### src/rtl/serial_frame_deser_pkg.sv
// Types and default parameters shared by the serial deserialiser and the shift-register bench.
package serial_pkg;

    typedef enum logic [1:0] {
        HUNT    = 2'd0,
        COLLECT = 2'd1,
        PARITY  = 2'd2
    } deser_state_t;

    localparam int         DEF_WIDTH       = 8;
    localparam logic [7:0] DEF_SYNC_WORD   = 8'hA5;
    localparam int         DEF_FRAME_WORDS = 4;

endpackage

### src/rtl/serial_frame_deser_if.sv
// Serial input / word output bundle of serial_frame_deser.
// master = deserialiser side, slave = bit source plus word consumer.
interface serial_frame_deser_if #(
    parameter int WIDTH = 8
);
    logic             bit_valid;
    logic             serial_in;
    logic [WIDTH-1:0] data_out;
    logic             data_valid;
    logic             data_ready;
    logic             frame_start;
    logic             in_sync;
    logic             overrun;
    logic             parity_err;

    modport master (
        input  bit_valid, serial_in, data_ready,
        output data_out, data_valid, frame_start, in_sync, overrun, parity_err
    );

    modport slave (
        output bit_valid, serial_in, data_ready,
        input  data_out, data_valid, frame_start, in_sync, overrun, parity_err
    );
endinterface

### src/rtl/serial_frame_deser_sync.sv
// Sync-word hunter: WIDTH-bit sliding window plus a saturating fill count.
// match compares the post-shift window, so it is valid in the same cycle as the accepted bit.
module sync_word_detect
    import serial_pkg::*;
#(
    parameter int               WIDTH     = DEF_WIDTH,
    parameter logic [WIDTH-1:0] SYNC_WORD = WIDTH'(DEF_SYNC_WORD)
) (
    input  logic clk,
    input  logic reset,
    input  logic clear,
    input  logic bit_valid,
    input  logic serial_in,
    output logic match
);
    localparam int HC_W = $clog2(WIDTH + 1);

    logic [WIDTH-1:0] r_window;
    logic [WIDTH-1:0] w_window_next;
    logic [HC_W-1:0]  r_hunt_cnt;
    logic [HC_W-1:0]  w_hunt_cnt_next;

    always_comb begin
        w_window_next   = {r_window[WIDTH-2:0], serial_in};
        w_hunt_cnt_next = (r_hunt_cnt == HC_W'(WIDTH)) ? r_hunt_cnt : r_hunt_cnt + 1'b1;
    end

    // A full window is required, so a freshly cleared window never matches even an all-zero sync word.
    assign match = bit_valid && (w_hunt_cnt_next == HC_W'(WIDTH)) && (w_window_next == SYNC_WORD);

    always_ff @(posedge clk) begin
        if (reset || clear) begin
            r_window   <= '0;
            r_hunt_cnt <= '0;
        end else if (bit_valid) begin
            r_window   <= w_window_next;
            r_hunt_cnt <= w_hunt_cnt_next;
        end
    end
endmodule

### src/rtl/serial_frame_deser.sv
// Serial frame deserialiser: hunts a sync word, then emits FRAME_WORDS MSB-first words on a valid/ready register.
// Define PARITY_CHECK_EN to expect an even-parity bit after every data word.
module serial_frame_deser
    import serial_pkg::*;
#(
    parameter int               WIDTH       = DEF_WIDTH,
    parameter logic [WIDTH-1:0] SYNC_WORD   = WIDTH'(DEF_SYNC_WORD),
    parameter int               FRAME_WORDS = DEF_FRAME_WORDS
) (
    input logic                  clk,
    input logic                  reset,
    serial_frame_deser_if.master bus
);
    localparam int BC_W = $clog2(WIDTH);
    localparam int WC_W = (FRAME_WORDS > 1) ? $clog2(FRAME_WORDS) : 1;
`ifdef PARITY_CHECK_EN
    localparam int SH_W = WIDTH;
`else
    localparam int SH_W = WIDTH - 1;
`endif

    deser_state_t     r_state, w_state_next;
    logic [SH_W-1:0]  r_shift;
    logic [WIDTH-1:0] w_shift_shifted;
    logic [BC_W-1:0]  r_bit_cnt;
    logic [WC_W-1:0]  r_word_cnt;
    logic             w_hunt_bit, w_match, w_bit_last;
    logic             w_word_done, w_frame_done, w_load_ok, w_perr;
    logic [WIDTH-1:0] w_word;
    logic [WIDTH-1:0] r_data_out;
    logic             r_data_valid, r_frame_start, r_overrun, r_parity_err;

    assign w_hunt_bit      = bus.bit_valid && (r_state == HUNT);
    assign w_shift_shifted = {r_shift[WIDTH-2:0], bus.serial_in};
    assign w_bit_last      = (r_bit_cnt == BC_W'(WIDTH - 1));
    assign w_load_ok       = !r_data_valid || bus.data_ready;

    sync_word_detect #(
        .WIDTH     (WIDTH),
        .SYNC_WORD (SYNC_WORD)
    ) u_sync (
        .clk       (clk),
        .reset     (reset),
        .clear     (w_frame_done),
        .bit_valid (w_hunt_bit),
        .serial_in (bus.serial_in),
        .match     (w_match)
    );

    always_ff @(posedge clk) begin
        if (reset) r_state <= HUNT;
        else       r_state <= w_state_next;
    end

    always_comb begin
        w_state_next = r_state;
        w_word_done  = 1'b0;
        w_perr       = 1'b0;
`ifdef PARITY_CHECK_EN
        w_word       = r_shift;
`else
        w_word       = w_shift_shifted;
`endif
        case (r_state)
            HUNT: begin
                if (w_match) w_state_next = COLLECT;
            end
            COLLECT: begin
                if (bus.bit_valid && w_bit_last) begin
`ifdef PARITY_CHECK_EN
                    w_state_next = PARITY;
`else
                    w_word_done  = 1'b1;
`endif
                end
            end
`ifdef PARITY_CHECK_EN
            PARITY: begin
                if (bus.bit_valid) begin
                    w_word_done = 1'b1;
                    w_perr      = ^{r_shift, bus.serial_in};
                end
            end
`endif
            default: w_state_next = HUNT;
        endcase
        w_frame_done = w_word_done && (r_word_cnt == WC_W'(FRAME_WORDS - 1));
        if (w_word_done) w_state_next = w_frame_done ? HUNT : COLLECT;
    end

    always_ff @(posedge clk) begin
        if (reset) begin
            r_shift       <= '0;
            r_bit_cnt     <= '0;
            r_word_cnt    <= '0;
            r_data_out    <= '0;
            r_data_valid  <= 1'b0;
            r_frame_start <= 1'b0;
            r_overrun     <= 1'b0;
            r_parity_err  <= 1'b0;
        end else begin
            if (r_state == COLLECT && bus.bit_valid) begin
                r_shift   <= w_shift_shifted[SH_W-1:0];
                r_bit_cnt <= w_bit_last ? '0 : r_bit_cnt + 1'b1;
            end
            if (w_match) begin
                r_bit_cnt  <= '0;
                r_word_cnt <= '0;
            end
            if (w_word_done) r_word_cnt <= w_frame_done ? '0 : r_word_cnt + 1'b1;

            // A load may coincide with the consumer taking the previous word, so back-to-back words have no bubble.
            if (w_word_done && w_load_ok) begin
                r_data_out    <= w_word;
                r_data_valid  <= 1'b1;
                r_frame_start <= (r_word_cnt == '0);
                r_parity_err  <= w_perr;
            end else begin
                if (w_word_done) r_overrun <= 1'b1;
                if (r_data_valid && bus.data_ready) begin
                    r_data_valid  <= 1'b0;
                    r_frame_start <= 1'b0;
                    r_parity_err  <= 1'b0;
                end
            end
        end
    end

    assign bus.data_out    = r_data_out;
    assign bus.data_valid  = r_data_valid;
    assign bus.frame_start = r_frame_start;
    assign bus.in_sync     = (r_state != HUNT);
    assign bus.overrun     = r_overrun;
    assign bus.parity_err  = r_parity_err;
endmodule

### src/flat_wrapper.sv
// flat-port wrapper written by rule: the top's interface ports become plain ports
module serial_frame_deser_flat import serial_pkg::*;
#(
    parameter int               WIDTH       = DEF_WIDTH,
    parameter logic [WIDTH-1:0] SYNC_WORD   = WIDTH'(DEF_SYNC_WORD),
    parameter int               FRAME_WORDS = DEF_FRAME_WORDS
)
  (clk, reset, bus_bit_valid, bus_serial_in, bus_data_ready, bus_data_out, bus_data_valid, bus_frame_start, bus_in_sync, bus_overrun, bus_parity_err);
  serial_frame_deser_if #(.WIDTH(WIDTH)) bus_i ();
  input logic clk;
  input logic reset;
  input wire logic [$bits(bus_i.bit_valid)-1:0] bus_bit_valid;
  input wire logic [$bits(bus_i.serial_in)-1:0] bus_serial_in;
  input wire logic [$bits(bus_i.data_ready)-1:0] bus_data_ready;
  output wire logic [$bits(bus_i.data_out)-1:0] bus_data_out;
  output wire logic [$bits(bus_i.data_valid)-1:0] bus_data_valid;
  output wire logic [$bits(bus_i.frame_start)-1:0] bus_frame_start;
  output wire logic [$bits(bus_i.in_sync)-1:0] bus_in_sync;
  output wire logic [$bits(bus_i.overrun)-1:0] bus_overrun;
  output wire logic [$bits(bus_i.parity_err)-1:0] bus_parity_err;
  assign bus_i.bit_valid = bus_bit_valid;
  assign bus_i.serial_in = bus_serial_in;
  assign bus_i.data_ready = bus_data_ready;
  assign bus_data_out = bus_i.data_out;
  assign bus_data_valid = bus_i.data_valid;
  assign bus_frame_start = bus_i.frame_start;
  assign bus_in_sync = bus_i.in_sync;
  assign bus_overrun = bus_i.overrun;
  assign bus_parity_err = bus_i.parity_err;
  serial_frame_deser #(.WIDTH(WIDTH), .SYNC_WORD(SYNC_WORD), .FRAME_WORDS(FRAME_WORDS)) u_core (.clk(clk), .reset(reset), .bus(bus_i));
endmodule
### config.mk
export PLATFORM = sky130hd
export DESIGN_NAME = serial_frame_deser_flat
export DESIGN_NICKNAME = d
export VERILOG_FILES = /design/src/rtl/serial_frame_deser_pkg.sv /design/src/rtl/serial_frame_deser_if.sv /design/src/rtl/serial_frame_deser_sync.sv /design/src/rtl/serial_frame_deser.sv /design/src/flat_wrapper.sv
export SDC_FILE = /design/constraint.sdc
export NUM_CORES = 1
export LEC_CHECK = 0
export ABC_AREA = 1
export CAP_MARGIN = 20
export CORE_AREA = 2 2 67 69
export DETAILED_ROUTE_END_ITERATION = 10
export DIE_AREA = 0 0 69 71
export PLACE_DENSITY_LB_ADDON = 0.3
export SLEW_MARGIN = 20
export SYNTH_ARGS = -nofsm -noshare
export SYNTH_HDL_FRONTEND = slang
export SYNTH_HIERARCHICAL = 1
export SYNTH_SLANG_ARGS = --single-unit
### constraint.sdc
create_clock -name clk -period 3.75 [get_ports clk]
set_input_delay 0.9375 -clock clk [delete_from_list [all_inputs] [get_ports clk]]
set_output_delay 0.9375 -clock clk [all_outputs]
set_load 0.01 [all_outputs]
==> out/qor.tcl, run 1 <==
set qor(status) {finished, final reports clean}
set qor(wire_length_of_the_first_global_routing_pass_um) 4885
set qor(grt_start_max_net_pins) 20
set qor(switching_power_uw) 163.7
set qor(worst-endpoint-required_ns) 3.94
set qor(mappedNetlistArea_um2) 1613
set qor(post-cts-setup-buffer-count) 0
set qor(met1Wirelength_um) 1386
set qor(drt.antenna.violating_nets) 0
set qor(peakVddDrop_mv) 0.1402
set qor(htree_num_levels) 2
set qor(synth_commonest_cells) {38 x nor2_1, 35 x dfxtp_1, 31 x nand2_1}
set qor(highest_layer) {met4}
set qor(min-delay-path-class) {reg2reg}
set qor(rsz0062_at_grt) {no}
set qor(total_power_uw) 773.7
set qor(final_nets) 234
set qor(synth_warnings) 6
set qor(setup.reg_to_reg.worst_slack_ns) 2.00
set qor(antennaDiodeCount) 0
set qor(power.combinational.fraction_pct) 5.9
set qor(syn_area_per_cell_um2) 7.867
set qor(die_h_um) 71
set qor(route.met2.wl_um) 1075
set qor(clk_path_buf_depth) 2
set qor(fin_skew_ns) 0.003974
set qor(place_congestion) 0.7767
set qor(post_cts_resize_count) 0
set qor(cellLeakagePower_uw) 0.0008023
set qor(crit_arrival_ns) 2.64
set qor(global_route.overflow_total) 0
set qor(clock_power_share_pct) 44.7
set qor(fin_setup_tns_ns) 0
set qor(max_freq_mhz) 407.2
set qor(synth_async_sr_flop_share_pct) 0
set qor(remaining_drc_errors) 0
set qor(critPathKind) {in2reg}
set qor(detailedPlacementHpwl_um) 1963
set qor(critical_path.endpoint_type) {flip-flop}
set qor(fp.dieArea_um2) 4899
set qor(crit-reg2reg-capture) {u_core/u_sync/r_hunt_cnt[0]}
set qor(routed-wl-met3_um) 132
set qor(yosysTopAreaCell) {dfxtp_1}
set qor(cts_hold_buffers) 0
set qor(first_iter_violations) 49
set qor(r2r.worst_path.cells) 8
set qor(final-hold-violation-count) 0
set qor(floorplan.initialDensity_pct) 38.36
set qor(yosys.cell_count.top_type) {nor2_1}
set qor(initial_antenna_violation_count) 0
set qor(die_w_um) 69
set qor(min_delay_worst_endpoint) {u_core/r_shift[6]}
set qor(std_cell_rows) 24
set qor(synth.ff_latch_count) 35
set qor(areaGrowthSynthToFinish_pct) 17.92
set qor(tritoncts_buffers) 5
set qor(vias_per_cell) 4.514
set qor(postSynth.topFlopCell) {dfxtp_1}
set qor(report.final.slew_viol_count) 0
set qor(final_worst_path_cycle_share_pct) 65.49
set qor(clock_tree.root_cell) {clkbuf_8}
set qor(grt_pass1_vias) 1146
set qor(seq_power_share_pct) 49.3
set qor(drive_above_1_share_pct) 9.375
set qor(synth-edff-count) 0
set qor(swShare_pct) 21.15
set qor(syn-num-nets) 216
set qor(cell_types_with_the_largest_area_share_after_synthesis) {dfxtp_1 43%, nor2_1 8.8%, nand2_1 7.2%, inv_1 6.3%, a21oi_1 4.7%}
set qor(final-setup-viol-count) 0
set qor(cap_violations) 0
set qor(totalWireLength_um) 2648
set qor(netlist-cell-type-count) 28
set qor(via_total_after_detailed_routing) 1246
set qor(worstSetupStartpointType) {input port}
set qor(finalWorstPathRequiredPeriod_ns) 2.456
set qor(worst_setup_hold_path_clk_slew_ns) 0.07
set qor(rr_startpoint) {u_core/r_bit_cnt[0]}
set qor(num_io_pins) 18
set qor(min_from) {u_core/r_shift[6]}
set qor(internal_power_uw) 610.1
set qor(insertion_delay_ns) 0.28
set qor(critical_path_peak_fanout) 14
set qor(ys_seq_area_share_pct) 43.44
set qor(numPortBuffers) 16
set qor(synth_top_cell_area_share_pct) 43.44
set qor(cts_tree) {done}
set qor(global_route.usage.total_pct) 12.28
set qor(firstDrtPassIters) 4
set qor(worstHoldPathCells) 2
set qor(clock_sinks) 35
set qor(design.core.area_um2) 4204
set qor(synthesis.instances) 205
set qor(power.density_nw_per_um2) 406.8
set qor(routedWlPerCell_um) 9.594
[cells in the final DEF, fill, tap and decap left out, types with 2 or more instances in the layout]
cell,count
ha_1,6
inv_1,27
a211oi_2,4
clkdlybuf4s50_1,16
clkbuf_8,6
o21ai_1,3
nand2_1,31
nor2_8,2
nor2_1,38
a21oi_1,15
xor2_1,2
dfxtp_1,35
o21ai_0,10
nand3_1,14
[cell type report]
| cell class | count | area (µm²) |
|---|---|---|
| Fill cell | 434 | 2302 |
| Multi-Input combinational cell | 135 | 734.5 |
| Sequential cell | 35 | 700.7 |
| Timing Repair Buffer | 17 | 167.7 |
| Inverter | 29 | 116.4 |
| Clock buffer | 6 | 82.58 |
| Tap cell | 52 | 65.06 |
| Clock inverter | 2 | 35.03 |
[layer usage]
layer | track usage (%) | vias to the layer above
li1 | - | 681
met1 | 15.61 | 533
met2 | 18.91 | 26
met3 | 3.561 | 6
met4 | 6.536 | 0
met5 | 0 | -
[power groups by stage]
stage	Clock, µW	Combinational, µW	Sequential (µW)
floorplan	0	37.4	389
global placement	0	45.6	390
detailed placement	0	46.1	390
CTS	360	46.4	381
global route	378	52.3	382
finish	346	46.0	382
[cell families (layout without fill, tap and decap cells)]
group	Yosys count	count (layout)	share of synthesized area, %
buffers and inverters	35	54	11.02
AND/OR/NAND/NOR	91	91	26.30
adder cells (fa/ha/maj)	6	6	4.655
flip-flops	35	35	43.44
XOR/XNOR	2	2	1.086
other	1	1	0.2325
AO/OA/AOI/OAI	35	35	13.27
[registers in the layout (all words and copies together) (netlist names)]
name / flops
u_core/r_shift: 7
u_core/u_sync/r_hunt_cnt: 4
u_core/r_bit_cnt: 3
u_core/bus.data_valid: 1
u_core/u_sync/r_window: 7
u_core/bus.overrun: 1
u_core/bus.frame_start: 1
u_core/r_state: 1
u_core/r_word_cnt: 2
u_core/bus.data_out: 8
[critical path, cell delays in order]
cell             delay, ns
clkdlybuf4s50_1       0.59
inv_1                 0.06
nor2_1                0.09
buf_4                 0.20
inv_8                 0.07
nor2_1                0.10
nand2_1               0.07
nor2_1                0.17
nor2_1                0.10
nand2_1               0.09
o21ai_0               0.08
nand2_1               0.06
inv_1                 0.03
[worst max path at each step]
stage                  startpoint              endpoint  slack, ns
floorplan           bus_bit_valid  u_core/r_word_cnt[0]       1.80
global placement    bus_bit_valid  u_core/r_word_cnt[0]       1.03
detailed placement  bus_bit_valid  u_core/r_word_cnt[0]       0.97
CTS                 bus_bit_valid  u_core/r_word_cnt[0]       1.29
global route        bus_bit_valid  u_core/r_word_cnt[0]       1.04
finish              bus_bit_valid  u_core/r_word_cnt[0]       1.29
[per-stage QoR]
stage | instance area (µm²) | hold WS, ns | instances | worst slack, ns | util (%)
final | 1902 | 0.4586 | 276 | 1.294 | 45.24
after global routing | 1902 | 0.4775 | 276 | 1.035 | 45.24
after CTS | 1902 | 0.4572 | 276 | 1.285 | 45.24
after detailed placement | 1784 | 0.4458 | 268 | 0.9721 | 42.44
after global placement | 1784 | 0.4442 | 268 | 1.026 | 42.44
after floorplan | 1613 | 0.4298 | 205 | 1.804 | -
Note: power is estimated with default switching activity, not from simulation.
==> run 2, diff against run 1 <==
==> constraint.sdc (replaced) <==
create_clock -name clk -period 2.1 [get_ports clk]
set_input_delay 0.525 -clock clk [delete_from_list [all_inputs] [get_ports clk]]
set_output_delay 0.525 -clock clk [all_outputs]
set_load 0.01 [all_outputs]
==> out/qor.tcl, run 2 (synthesized netlist as in run 1, its figures left out) <==
set qor(min-delay-path-class) {reg2reg} ;# unchanged
set qor(cellLeakagePower_uw) 0.0008418 ;# was 0.0008023 µW
set qor(report.final.slew_viol_count) 0 ;# unchanged
set qor(clock_tree.root_cell) {clkbuf_8} ;# unchanged
set qor(worstSetupStartpointType) {flip-flop} ;# was input port
set qor(floorplan.initialDensity_pct) 38.36 ;# unchanged
set qor(worst_setup_hold_path_clk_slew_ns) 0.07 ;# about the same
set qor(largest_register_ff_count) 8 ;# unchanged
set qor(cp_cell_sequence) {clkdlybuf4s50_1} ;# was clkdlybuf4s50_1 > inv_1 > nor2_1 > buf_4 > inv_8 > nor2_1 > nand2_1 > nor2_1 > nor2_1 > nand2_1 > o21ai_0 > nand2_1 > inv_1
set qor(rsz0062_at_grt) {no} ;# unchanged
set qor(num_io_pins) 18 ;# unchanged
set qor(crit_arrival_ns) 1.35 ;# was 2.64 ns
set qor(drt.antenna.violating_nets) 0 ;# unchanged
set qor(fin_worst_hold_slack_ns) 0.4543 ;# was 0.4586 ns
set qor(post-cts-setup-buffer-count) 0 ;# unchanged
set qor(critical_path.endpoint_type) {output pin} ;# was flip-flop
set qor(clk_path_buf_depth) 2 ;# unchanged
set qor(critical_path_peak_fanout) 5 ;# was 14
set qor(cts_hold_buffers) 0 ;# unchanged
set qor(cts_tree) {done} ;# unchanged
set qor(fin_skew_ns) 0.005206 ;# was 0.003974 ns
set qor(final_cell_mix) {38 x nor2_1, 35 x dfxtp_1, 31 x nand2_1, 27 x inv_1, 16 x clkdlybuf4s50_1} ;# unchanged
set qor(post_cts_resize_count) 0 ;# unchanged
set qor(totalWireLength_um) 2658 ;# was 2648 µm
set qor(power.density_nw_per_um2) 697.4 ;# was 406.8 nW/µm²
set qor(htree_num_levels) 2 ;# unchanged
set qor(die_h_um) 71 ;# unchanged
set qor(worst-endpoint-required_ns) 1.57 ;# was 3.94 ns
set qor(crit_path_leading_delay_family) {buffers and inverters} ;# unchanged
set qor(critPathKind) {reg2out} ;# was in2reg
set qor(routedWlPerCell_um) 9.326 ;# was 9.594 µm
set qor(via_total_after_detailed_routing) 1261 ;# was 1,246
set qor(die_w_um) 69 ;# unchanged
set qor(fp.dieArea_um2) 4899 ;# unchanged
set qor(final-hold-violation-count) 0 ;# unchanged
set qor(areaGrowthSynthToFinish_pct) 21.80 ;# was 17.92%
set qor(peakVddDrop_mv) 0.3581 ;# was 0.1402 mV
set qor(numPortBuffers) 16 ;# unchanged
set qor(place_congestion) 0.8196 ;# was 0.7767
set qor(design.core.area_um2) 4204 ;# unchanged
set qor(global_route.usage.total_pct) 12.10 ;# was 12.28%
set qor(cp_num_buf_inv) 1 ;# was 5
set qor(cp_max_stage_delay_ns) 0.60 ;# was 0.59 ns
set qor(grt_start_max_net_pins) 20 ;# unchanged
set qor(status) {finished, final reports clean} ;# unchanged
set qor(max_freq_mhz) 533.1
set qor(antennaDiodeCount) 0 ;# unchanged
set qor(layout.cells.most_common) {nor2_1} ;# unchanged
set qor(vias_per_cell) 4.425 ;# was 4.514
set qor(cap_violations) 0 ;# unchanged
set qor(clock_sinks) 35 ;# unchanged
set qor(grt_pass1_vias) 1087 ;# was 1,146
set qor(final_worst_path_cycle_share_pct) 89.32
set qor(firstDrtPassIters) 4 ;# unchanged
set qor(fin_setup_tns_ns) 0 ;# unchanged
set qor(std_cell_rows) 24 ;# unchanged
set qor(filler_cell_count_in_the_final_layout) 403 ;# was 434
set qor(detailedPlacementHpwl_um) 1939 ;# was 1963 µm
set qor(cpMaxStageDelayCell) {clkdlybuf4s50_1} ;# unchanged
set qor(tritoncts_buffers) 5 ;# unchanged
set qor(finalWorstPathRequiredPeriod_ns) 1.876
set qor(first_iter_violations) 56 ;# was 49
set qor(drive_above_1_share_pct) 12.88 ;# was 9.375%
set qor(insertion_delay_ns) 0.28 ;# about the same
set qor(final-setup-viol-count) 0 ;# unchanged
set qor(remaining_drc_errors) 0 ;# unchanged
set qor(final_nets) 243 ;# was 234
set qor(initial_antenna_violation_count) 0 ;# unchanged
set qor(global_route.overflow_total) 0 ;# unchanged
set qor(wire_length_of_the_first_global_routing_pass_um) 4809 ;# was 4885 µm
## run 2: cell types whose count changed in the layout (fill, tap and decap cells not counted)
cell,change
clkbuf_8,-1
buf_4,+9
clkinv_4,+1
## run 2: where the power goes
part           leakage [µW]  total, µW  internal, µW  switching (µW)
combinational      0.000500       93.0          41.2            51.9
sequential         0.000283        681           674            7.36
clock             0.0000581        596           353             243
total              0.000842       1370          1070             302
## run 2: final timing paths
path	startpoint	end	slack (ns)	depth (start not counted)
setup / recovery	u_core/r_state[0]	bus_in_sync	0.22	1
setup reg to reg	u_core/u_sync/r_hunt_cnt[0]	u_core/r_word_cnt[0]	0.32	11
hold reg to reg	u_core/r_shift[6]	u_core/r_shift[6]	0.45	2
hold / removal	u_core/r_shift[6]	u_core/r_shift[6]	0.45	2
## run 2: area by class of cell
| class | count | area (µm²) | area share, % |
|---|---|---|---|
| Multi-Input combinational cell | 135 | 734.5 | 37.39 |
| Sequential cell | 35 | 700.7 | 35.67 |
| Timing Repair Buffer | 26 | 235.2 | 11.97 |
| Inverter | 29 | 116.4 | 5.924 |
| Clock buffer | 5 | 68.82 | 3.503 |
| Tap cell | 52 | 65.06 | 3.312 |
| Clock inverter | 3 | 43.79 | 2.229 |
## run 2: routing by layer
metal  track usage (%)  vias up  wire length (µm)  share of wire [%]
met4             5.882        0                53                2.0
met3             3.134        5                69                2.6
li1                  -      699                 -                  -
met2             17.09       18              1054                 40
met1             17.09      539              1481                 56
met5                 0        -                 0                  0
## run 2: stage by stage
stage | power [µW] | utilization (%) | setup WS [ns] | cell area [µm²] | std cells
global route | 1431 | 46.73 | 0.07525 | 1964 | 285
global placement | 789.1 | 44.05 | 0.05346 | 1852 | 277
floorplan | 761.6 | - | 0.5574 | 1613 | 205
CTS | 1388 | 46.73 | 0.2090 | 1964 | 285
detailed placement | 789.1 | 44.05 | 0.02241 | 1852 | 277
finish | 1370 | 46.73 | 0.2243 | 1964 | 285
==> run 3, diff against run 2 <==
--- a/config.mk
+++ b/config.mk
@@ -5,11 +5,10 @@
 export SDC_FILE = /design/constraint.sdc
 export NUM_CORES = 1
 export LEC_CHECK = 0
-export ABC_AREA = 1
 export CAP_MARGIN = 20
-export CORE_AREA = 2 2 67 69
+export CORE_AREA = 2 2 60 62
 export DETAILED_ROUTE_END_ITERATION = 10
-export DIE_AREA = 0 0 69 71
+export DIE_AREA = 0 0 62 64
 export PLACE_DENSITY_LB_ADDON = 0.3
 export SLEW_MARGIN = 20
 export SYNTH_ARGS = -nofsm -noshare
==> out/qor.tcl, run 3 <==
set qor(tritoncts_buffers) 5 ;# unchanged
set qor(numPortBuffers) 16 ;# unchanged
set qor(cts_hold_buffers) 0 ;# unchanged
set qor(final_cell_mix) {33 x dfxtp_1, 20 x a21oi_1, 18 x nand2_1, 16 x clkdlybuf4s50_1, 14 x nor2_1} ;# was 38 x nor2_1, 35 x dfxtp_1, 31 x nand2_1, 27 x inv_1, 16 x clkdlybuf4s50_1
set qor(peakVddDrop_mv) 0.3678 ;# was 0.3581 mV
set qor(crit-reg2reg-capture) {u_core/r_state[0]} ;# was u_core/r_word_cnt[0]
set qor(synth_top_cell_area_share_pct) 46.40 ;# was 43.44%
set qor(worstSetupStartpointType) {flip-flop} ;# unchanged
set qor(wire_length_of_the_first_global_routing_pass_um) 4974 ;# was 4809 µm
set qor(clk_path_buf_depth) 2 ;# unchanged
set qor(largest_register_ff_count) 8 ;# unchanged
set qor(grt_start_max_net_pins) 25 ;# was 20
set qor(global_route.usage.total_pct) 16.73 ;# was 12.10%
set qor(cap_violations) 0 ;# unchanged
set qor(power.density_nw_per_um2) 727.6 ;# was 697.4 nW/µm²
set qor(mappedNetlistArea_um2) 1510 ;# was 1613 µm²
set qor(min_delay_worst_endpoint) {u_core/r_shift[4]} ;# was u_core/r_shift[6]
set qor(setup.worst_path.start) {u_core/u_sync/r_hunt_cnt[0]} ;# was u_core/r_state[0]
set qor(critPathKind) {reg2reg} ;# was reg2out
set qor(layout.cells.most_common) {dfxtp_1} ;# was nor2_1
set qor(fin_setup_tns_ns) 0 ;# unchanged
set qor(grt_pass1_vias) 1147 ;# was 1,087
set qor(first_iter_violations) 82 ;# was 56
set qor(vias_per_cell) 5.134 ;# was 4.425
set qor(fin_worst_hold_slack_ns) 0.4633 ;# was 0.4543 ns
set qor(fin_skew_ns) 0.01228 ;# was 0.005206 ns
set qor(ys_seq_area_share_pct) 46.40 ;# was 43.44%
set qor(design.core.area_um2) 3284 ;# was 4204 µm²
set qor(finalWorstPathRequiredPeriod_ns) 1.956 ;# was 1.876 ns
set qor(firstDrtPassIters) 4 ;# unchanged
set qor(syn-num-nets) 181 ;# was 216
set qor(final_worst_path_cycle_share_pct) 93.17 ;# was 89.32%
set qor(postSynth.topFlopCell) {dfxtp_1} ;# unchanged
set qor(detailedPlacementHpwl_um) 2102 ;# was 1939 µm
set qor(num_io_pins) 18 ;# unchanged
set qor(report.final.slew_viol_count) 0 ;# unchanged
set qor(synthesis.instances) 170 ;# was 205
set qor(final_nets) 203 ;# was 243
set qor(die_h_um) 64 ;# was 71 µm
set qor(syn_area_per_cell_um2) 8.884 ;# was 7.867 µm²
set qor(yosysTopAreaCell) {dfxtp_1} ;# unchanged
set qor(synth-edff-count) 0 ;# unchanged
set qor(cellLeakagePower_uw) 0.0006912 ;# was 0.0008418 µW
set qor(min-delay-path-class) {reg2reg} ;# unchanged
set qor(totalWireLength_um) 2899 ;# was 2658 µm
set qor(max_freq_mhz) 511.1 ;# was 533.1 MHz
set qor(remaining_drc_errors) 0 ;# unchanged
set qor(cts_tree) {done} ;# unchanged
set qor(std_cell_rows) 21 ;# was 24
set qor(routedWlPerCell_um) 12.13 ;# was 9.326 µm
set qor(initial_antenna_violation_count) 0 ;# unchanged
set qor(antennaDiodeCount) 0 ;# unchanged
set qor(worst_setup_hold_path_clk_slew_ns) 0.12 ;# was 0.07 ns
set qor(drive_above_1_share_pct) 13.47 ;# was 12.88%
set qor(via_total_after_detailed_routing) 1227 ;# was 1,261
set qor(place_congestion) 0.8274 ;# was 0.8196
set qor(synth_warnings) 6 ;# unchanged
set qor(htree_num_levels) 2 ;# unchanged
set qor(clock_tree.root_cell) {clkbuf_4} ;# was clkbuf_8
set qor(worstHoldPathCells) 2 ;# unchanged
set qor(fp.dieArea_um2) 3968 ;# was 4899 µm²
set qor(insertion_delay_ns) 0.34 ;# was 0.28 ns
set qor(final-hold-violation-count) 0 ;# unchanged
set qor(critical_path.endpoint_type) {flip-flop} ;# was output pin
set qor(cell_types_with_the_largest_area_share_after_synthesis) {dfxtp_1 46%, a21oi_1 6.6%, mux2i_1 6.6%, ha_1 5.0%, nand2_1 4.5%} ;# was dfxtp_1 43%, nor2_1 8.8%, nand2_1 7.2%, inv_1 6.3%, a21oi_1 4.7%
set qor(post_cts_resize_count) 0 ;# unchanged
set qor(areaGrowthSynthToFinish_pct) 23.61 ;# was 21.80%
set qor(synth_async_sr_flop_share_pct) 0 ;# unchanged
set qor(drt.antenna.violating_nets) 0 ;# unchanged
set qor(die_w_um) 62 ;# was 69 µm
set qor(global_route.overflow_total) 0 ;# unchanged
set qor(netlist-cell-type-count) 40 ;# was 28
set qor(critical_path_peak_fanout) 6 ;# was 5
set qor(final-setup-viol-count) 0 ;# unchanged
set qor(min_from) {u_core/r_shift[3]} ;# was u_core/r_shift[6]
set qor(post-place-ws_ns) -0.1419 ;# was 0.02241 ns
set qor(clock_sinks) 35 ;# unchanged
set qor(post-cts-setup-buffer-count) 0 ;# unchanged
set qor(rr_startpoint) {u_core/u_sync/r_hunt_cnt[0]} ;# unchanged
set qor(synth.ff_latch_count) 35 ;# unchanged
set qor(setup_ws_ns) 0.1435 ;# was 0.2243 ns
set qor(r2r.worst_path.cells) 8 ;# was 11
set qor(crit_arrival_ns) 2.23 ;# was 1.35 ns
set qor(yosys.cell_count.top_type) {dfxtp_1} ;# was nor2_1
set qor(synth_commonest_cells) {35 x dfxtp_1, 20 x a21oi_1, 18 x nand2_1} ;# was 38 x nor2_1, 35 x dfxtp_1, 31 x nand2_1
set qor(status) {finished, final reports clean} ;# unchanged
set qor(floorplan.initialDensity_pct) 45.98 ;# was 38.36%
set qor(worst-endpoint-required_ns) 2.37 ;# was 1.57 ns
set qor(setup.reg_to_reg.worst_slack_ns) 0.14 ;# was 0.32 ns
-- run 3: cell count changes after synthesis, sizes merged, moves of 3 or more --
cell and change:
nor3 +3, clkbuf +4, nand3 -5, a211oi -4, inv -25, nand2 -14, a21oi +5, mux2i +10
or3 +3, nor2 -27
-- run 3: worst max-delay path by stage --
stage                                      end  cells after the start  slack [ns]
after global placement       u_core/r_state[0]                      7       -0.08
after CTS                    u_core/r_state[0]                      8        0.04
after detailed placement     u_core/r_state[0]                      8       -0.14
after floorplan           u_core/r_word_cnt[0]                      7        0.22
after global routing         u_core/r_state[0]                      8       -0.02
final                        u_core/r_state[0]                      8        0.14
-- run 3: logic make-up after synthesis --
group                    synth area share [%]
flip-flops                              46.40
multiplexers                            6.628
adder cells (fa/ha/maj)                 4.971
other                                  0.2483
AND/OR/NAND/NOR                         21.13
AO/OA/AOI/OAI                           13.01
buffers and inverters                   5.881
XOR/XNOR                                1.740
-- run 3: layer usage --
layer / up-vias / GRT usage (%) / wire, µm
li1: 627 / - / -
met1: 565 / 19.95 / 1257
met2: 30 / 26.69 / 1446
met3: 5 / 5.061 / 145
met4: 0 / 7.713 / 48
met5: - / 0 / 0
-- run 3: stage by stage --
stage	utilization [%]	instances	total power, µW	instance area [µm²]
after global placement	53.30	231	764.0	1750
after detailed placement	53.30	231	768.8	1750
after global routing	56.84	239	1406	1867
final	56.84	239	1358	1867
after CTS	56.50	239	1374	1856
after floorplan	-	170	742.5	1510
-- run 3: critical path: stages (launching register included) --
cell and delay [ns]:
dfxtp_2 0.39, inv_1 0.09, ha_1 0.32, nor4bb_1 0.27
nand3b_1 0.17, nor4_4 0.32, buf_4 0.18, nor2_1 0.04
nor3_1 0.13
-- run 3: layout make-up --
class,instances,area [µm²]
fill,300,1418
inverter,5,23.77
tap,46,57.56
sequential,35,703.2
timing repair buffer,26,247.7
clock buffer,5,37.54
multi-input combinational,119,729.5
clock inverter,3,67.56
-- run 3: power by group --
| group | internal, µW | total, µW | leakage, µW | switching, µW |
|---|---|---|---|---|
| Clock | 370 | 603 | 0.0000514 | 233 |
| Sequential | 672 | 683 | 0.000283 | 11.2 |
| Combinational | 34.9 | 72.2 | 0.000356 | 37.3 |
| Total | 1080 | 1360 | 0.000691 | 281 |
